## config.mk

```make
export PLATFORM = sky130hd
export DESIGN_NAME = relu_tile_sched
export DESIGN_NICKNAME = d
export VERILOG_FILES = /design/src/rtl/relu_tile_sched.sv
export SDC_FILE = /design/constraint.sdc
export NUM_CORES = 1
export LEC_CHECK = 0
export CAP_MARGIN = 0
export CELL_PAD_IN_SITES_DETAIL_PLACEMENT = 2
export CELL_PAD_IN_SITES_GLOBAL_PLACEMENT = 2
export CORE_MARGIN = 2
export CORE_UTILIZATION = 23
export CTS_CLUSTER_SIZE = 12
export DETAILED_ROUTE_END_ITERATION = 8
export GPL_TIMING_DRIVEN = 1
export HOLD_SLACK_MARGIN = 0.08
export PLACE_DENSITY = 0.86
export SLEW_MARGIN = 5
export SYNTH_ARGS = -nofsm -noshare
export SYNTH_HDL_FRONTEND = slang
export SYNTH_SLANG_ARGS = --single-unit
```

## constraint.sdc

```tcl
create_clock -name clk -period 2.65 [get_ports clk]
set_input_delay 0.53 -clock clk [delete_from_list [all_inputs] [get_ports clk]]
set_output_delay 0.53 -clock clk [all_outputs]
set_load 0.02 [all_outputs]
```

## src/rtl/relu_tile_sched.sv

```systemverilog
// -----------------------------------------------------------------------------
// relu_tile_sched
//
// Purpose:
//   Walks a layer's pre-activation data through a shared 4-neuron x 4-input
//   ReLU stage, one 16-value tile at a time. For each tile it reads the
//   activation buffer, registers the operands into the stage, issues a
//   one-cycle request, waits for the stage's result-valid level, captures the
//   16 results and offers them downstream with a valid/ready handshake.
//   Exactly one tile is in flight at any time. Data passes through bit-exact.
//
// Optional feature (macro RELU_TILE_SCHED_TIMEOUT_EN):
//   Bounds the wait for relu_ready to TIMEOUT cycles. On expiry the run is
//   aborted, err is raised (sticky until rst) and done pulses. Without the
//   macro no wait counter exists, err is tied 0 and the wait is unbounded.
//
// Ports:
//   clk            clock, rising edge
//   rst            synchronous active-high reset
//   start          one-cycle run request, honoured only in IDLE
//   num_tiles      tile count for the run, sampled with start
//   busy           high from the cycle after start is accepted until done
//   done           one-cycle run-complete pulse
//   rd_en/rd_addr  activation buffer read strobe and tile address
//   rd_data        tile data, valid the cycle after rd_en
//   relu_in        registered stage operands (value k at [k*RELU_SIZE +: RELU_SIZE])
//   relu_in_ready  one-cycle issue pulse to the stage
//   relu_ready     stage result-valid level
//   relu_out       stage results, same packing as relu_in
//   out_valid/out_ready/out_data/out_last  result tile stream
//   err            timeout flag
// -----------------------------------------------------------------------------
module relu_tile_sched #(
  parameter int RELU_SIZE = 5,
  parameter int ADDR_W    = 8,
  parameter int TIMEOUT   = 64
) (
  input  logic                      clk,
  input  logic                      rst,
  input  logic                      start,
  input  logic [ADDR_W-1:0]         num_tiles,
  output logic                      busy,
  output logic                      done,
  output logic                      rd_en,
  output logic [ADDR_W-1:0]         rd_addr,
  input  logic [16*RELU_SIZE-1:0]   rd_data,
  output logic [16*RELU_SIZE-1:0]   relu_in,
  output logic                      relu_in_ready,
  input  logic                      relu_ready,
  input  logic [16*RELU_SIZE-1:0]   relu_out,
  output logic                      out_valid,
  input  logic                      out_ready,
  output logic [16*RELU_SIZE-1:0]   out_data,
  output logic                      out_last,
  output logic                      err
);

  localparam int DATA_W = 16 * RELU_SIZE;

  typedef enum logic [2:0] {
    S_IDLE,
    S_FETCH,
    S_LOAD,
    S_ISSUE,
    S_WAIT,
    S_OUT,
    S_DONE
  } state_e;

  state_e              state_q;
  logic [ADDR_W-1:0]   num_q;
  logic [ADDR_W-1:0]   tile_q;
  logic                busy_q;
  logic                done_q;
  logic                rd_en_q;
  logic                issue_q;
  logic                out_valid_q;
  logic                out_last_q;
  logic [DATA_W-1:0]   relu_in_q;
  logic [DATA_W-1:0]   out_data_q;

  logic                last_tile;
  logic                fire;

  // num_q is never 0 while a run is active, so the subtraction cannot wrap.
  assign last_tile = (tile_q == (num_q - ADDR_W'(1)));
  assign fire      = out_valid_q & out_ready;

`ifdef RELU_TILE_SCHED_TIMEOUT_EN
  localparam int WCNT_W = $clog2(TIMEOUT + 1);
  logic [WCNT_W-1:0]   wait_cnt_q;
  logic                err_q;
`endif

  always_ff @(posedge clk) begin
    // NOTE: reset is synchronous and wins over every state, so a run can be
    // aborted mid-tile; the wide data registers are cleared too because the
    // reset state of relu_in and out_data is observable at the ports.
    if (rst) begin
      state_q     <= S_IDLE;
      num_q       <= '0;
      tile_q      <= '0;
      busy_q      <= 1'b0;
      done_q      <= 1'b0;
      rd_en_q     <= 1'b0;
      issue_q     <= 1'b0;
      out_valid_q <= 1'b0;
      out_last_q  <= 1'b0;
      relu_in_q   <= '0;
      out_data_q  <= '0;
`ifdef RELU_TILE_SCHED_TIMEOUT_EN
      wait_cnt_q  <= '0;
      err_q       <= 1'b0;
`endif
    end else begin
      // NOTE: pulse outputs default low here and are raised only on the
      // transition into the state that owns them, so every output is a
      // flop and each pulse lasts exactly one cycle.
      done_q  <= 1'b0;
      rd_en_q <= 1'b0;
      issue_q <= 1'b0;

      unique case (state_q)
        S_IDLE: begin
          if (start) begin
            if (num_tiles != '0) begin
              num_q   <= num_tiles;
              tile_q  <= '0;
              busy_q  <= 1'b1;
              rd_en_q <= 1'b1;
              state_q <= S_FETCH;
            end else begin
              // Empty run: acknowledge immediately, never go busy.
              done_q  <= 1'b1;
            end
          end
        end

        S_FETCH: begin
          // rd_data for tile_q arrives during LOAD.
          state_q <= S_LOAD;
        end

        S_LOAD: begin
          relu_in_q <= rd_data;
          issue_q   <= 1'b1;
          state_q   <= S_ISSUE;
        end

        S_ISSUE: begin
          // relu_ready seen here may be stale from the previous tile, so it
          // is not sampled until WAIT.
`ifdef RELU_TILE_SCHED_TIMEOUT_EN
          wait_cnt_q <= '0;
`endif
          state_q <= S_WAIT;
        end

        S_WAIT: begin
          if (relu_ready) begin
            out_data_q  <= relu_out;
            out_valid_q <= 1'b1;
            out_last_q  <= last_tile;
            state_q     <= S_OUT;
          end
`ifdef RELU_TILE_SCHED_TIMEOUT_EN
          else if (wait_cnt_q == WCNT_W'(TIMEOUT - 1)) begin
            // TIMEOUT WAIT cycles have now elapsed without a result.
            err_q   <= 1'b1;
            busy_q  <= 1'b0;
            done_q  <= 1'b1;
            state_q <= S_DONE;
          end else begin
            wait_cnt_q <= wait_cnt_q + WCNT_W'(1);
          end
`endif
        end

        S_OUT: begin
          if (fire) begin
            out_valid_q <= 1'b0;
            out_last_q  <= 1'b0;
            if (out_last_q) begin
              busy_q  <= 1'b0;
              done_q  <= 1'b1;
              state_q <= S_DONE;
            end else begin
              tile_q  <= tile_q + ADDR_W'(1);
              rd_en_q <= 1'b1;
              state_q <= S_FETCH;
            end
          end
        end

        S_DONE: begin
          // start is deliberately not looked at in this cycle.
          state_q <= S_IDLE;
        end

        default: begin
          state_q <= S_IDLE;
        end
      endcase
    end
  end

  assign busy          = busy_q;
  assign done          = done_q;
  assign rd_en         = rd_en_q;
  assign rd_addr       = tile_q;
  assign relu_in       = relu_in_q;
  assign relu_in_ready = issue_q;
  assign out_valid     = out_valid_q;
  assign out_data      = out_data_q;
  assign out_last      = out_last_q;

`ifdef RELU_TILE_SCHED_TIMEOUT_EN
  assign err = err_q;
`else
  // TIMEOUT only matters when the wait counter is built.
  logic unused_timeout;
  assign unused_timeout = (TIMEOUT != 0);
  assign err            = 1'b0;
`endif

endmodule

```

==> out/metrics.csv <==
stage,metric,value,unit
clock_tree,cts-buffers-inserted,17,
synth,ys_seq_area_share,54.37,%
job,drv_cap,0,
sta,clock_skew,0.01250,ns
synth,synth_area_leaders,"dfxtp_1 (54%), nand2_1 (18%), a21oi_1 (13%)",
die,row_count,63,
power,power.internal,4.789,mW
synth,yosysTopAreaCell,dfxtp_1,
setup_path,worstSetupPathType,flop to primary output,
clock_tree,cts_root_buf,clkbuf_16,
cells_and_area,drive_gt1_share,4.146,%
setup_path,crit_fanout,7,
synth,synthDistinctLibCells,40,
die,core_area,0.02940,mm²
power,power.leakage,3.778,nW
synth,async_flop_share,0,%
clock_tree,postCtsHoldBufs,0,
placed_design,portBuffers,346,
synth,ys_ff_latch,185,
global_route,grt_overflow,0,
synth,avgSynthCellArea,7.930,µm²
outcome,status,completed,
global_route,grt_usage,17.62,%
cells_and_area,area_growth,64.66,%
setup_path,crit_required,2.12,ns
setup_path,path_cells,clkdlybuf4s50_1,
setup_path,critPathTopFamily,buffers and inverters,
detailed_routing,ant_nets,0,
setup_path,worstSetupStartpointType,flop,
synth,synth_ff_type,dfxtp_1,
sta,fmax,459.5,MHz
sta,slew_headroom,59.51,%
sta,setup_violations,0,
detailed_routing,drt_iter0_drc,213,
clock_tree,post_cts_resized,0,
sta,slew_viol_final,0,
global_route,antenna_found_initial,0,
power,pwr-share-clk,37.9,%
synth,mappedNetlistNets,1034,
clock_tree,cts.htree.levels,4,
placed_design,gp_congestion,0.7543,
setup_path,crit_buf_inv,1,
sta,period_needed,2.176,ns
setup_path,max_stage_delay,0.67,ns
cells_and_area,num-nets-final,1345,
sta,tightest_slew,0.6073,ns
clock_tree,postCtsSetupRepairBufs,0,
die,dieWidth,176.1,µm
sta,fin_crit_sh,82.13,%
clock_tree,clkLatencyLatePin,0.44,ns
global_route,grt_pass1_vias,7639,
placed_design,place_area,0.01066,mm²
detailed_routing,vias,7063,
sta,rsz0062_at_grt,false,
power,swShare,27.68,%
power,power-per-cell-area,590.4,mW/mm²
power,p_comb_share,17.0,%
power,p_seq_share,45.1,%
placed_design,dp.final_hpwl,20560,µm
die,die_h,176.1,µm
setup_path,critPathSlowestCell,clkdlybuf4s50_1,
synth,syn_inst,859,
clock_tree,clk_pin_slew,0.07,ns
die,io_pins,348,
setup_path,arrival,1.65,ns
synth,netlist_area,0.006812,mm²
detailed_routing,drcViolationCount,0,
detailed_routing,avgViaCountPerCell,4.493,
cells_and_area,fin_area,0.01122,mm²
synth,yosys.area.top_type_share,54.37,%
placed_design,place_ws,0.1051,ns
detailed_routing,drt-wirelength-per-cell,17.75,µm
synth,yosysMostFrequentCell,nand2_1,
synth,synth.top_cells.by_count,"nand2_1 (330), dfxtp_1 (185), a21oi_1 (172)",
sta,fin_ws,0.4736,ns
setup_path,worst_setup_path_end_kind,primary output,
global_route,grt_start_max_net_pins,81,
synth,synth_warnings,0,
die,start_util,23.17,%
sta,finalHoldViolCount,0,
power,ir_worst_vdd,314.1,µV
clock_tree,numClockSinks,185,
detailed_routing,wl,27910,µm
clock_tree,clockBufferDepth,2,
detailed_routing,drt_first_pass_iters,4,
cells_and_area,antenna_cells,0,
synth,synth_edf_count,0,
die,dieArea,0.03101,mm²
clock_tree,cts_tree,yes,
power,p_sw,1.833,mW
global_route,grt_pass1_wl,42410,µm
sta,setup_tns,0,ns
worst_hold_path,worst_hold_path_type,flop to flop,
through the flow:
| step | cells | hold slack (ns) | power [mW] | util, % |
|---|---|---|---|---|
| after global placement | 1541 | 0.4408 | 4.151 | 36.25 |
| final | 1572 | 0.4547 | 6.622 | 38.15 |
| after global routing | 1572 | 0.4737 | 6.954 | 38.15 |
| after floorplan | 859 | 0.4803 | 3.551 | - |
| after CTS | 1572 | 0.4593 | 6.755 | 38.15 |
| after detailed placement | 1541 | 0.4499 | 4.193 | 36.25 |
cells by family after synthesis:
logic type | after synthesis | share of synthesized area [%]
flip-flops | 185 | 54.37
AND/OR/NAND/NOR | 385 | 22.50
buffers and inverters | 68 | 4.004
adder cells (fa/ha/maj) | 2 | 0.3673
AO/OA/AOI/OAI | 189 | 14.70
multiplexers | 9 | 1.323
other | 1 | 0.05505
XOR/XNOR | 20 | 2.682
placed cells by master (no fill, tap or decap), drive strengths merged, types with 2 or more instances in the layout:
cell,instances
nand2,330
nand3b,2
mux2i,9
ha,2
or3,2
or4,2
nor3,4
clkbuf,20
inv,9
xnor2,13
clkdlybuf4s50,345
xor2,7
clkinvlp,2
a211oi,3
a31oi,2
clkinv,3
buf,11
nor2,24
a32o,2
nand4,2
nand2b,4
dfxtp,185
nor4,5
a21oi,172
nand3,6
o21ai,4
flip-flops by register name, indices dropped and copies added, names as in the netlist, 3 cells and up:
register and flops:
relu_in 80, num_q 8, out_data 80, rd_addr 8, state_q 3
final timing paths:
check                              end                 startpoint  cells after the start  slack (ns)
max                         rd_addr[6]    rd_addr[6]$_SDFFE_PP0P_                      1        0.47
min          out_data[38]$_SDFFE_PP0P_  out_data[38]$_SDFFE_PP0P_                      2        0.45
max reg2reg    rd_addr[7]$_SDFFE_PP0P_    state_q[0]$_SDFFE_PP0P_                      5        0.60
min reg2reg  out_data[38]$_SDFFE_PP0P_  out_data[38]$_SDFFE_PP0P_                      2        0.45
cell type report:
cell class	count	area, µm²
Tap cell	390	488.0
Sequential cell	185	3704
Timing Repair Buffer	356	3602
Inverter	4	15.01
Multi-Input combinational cell	606	2849
Fill cell	3272	18190
Clock inverter	11	111.4
Clock buffer	20	446.7
power by group through the flow:
stage | logic [mW] | clock network, mW | registers (mW)
after floorplan | 0.403 | 0 | 3.15
after global routing | 1.22 | 2.73 | 3.00
after global placement | 1.11 | 0 | 3.04
final | 1.12 | 2.51 | 2.99
after CTS | 1.15 | 2.62 | 2.99
after detailed placement | 1.14 | 0 | 3.05
layer usage:
metal	track usage, %	part of all wire [%]	wire length, µm
met5	0	0	0
met3	6.223	8.2	2284
met1	18.85	39	10870
met2	31.75	51	14100
met4	6.680	2.3	653
Note: power is estimated with default switching activity, not from simulation.
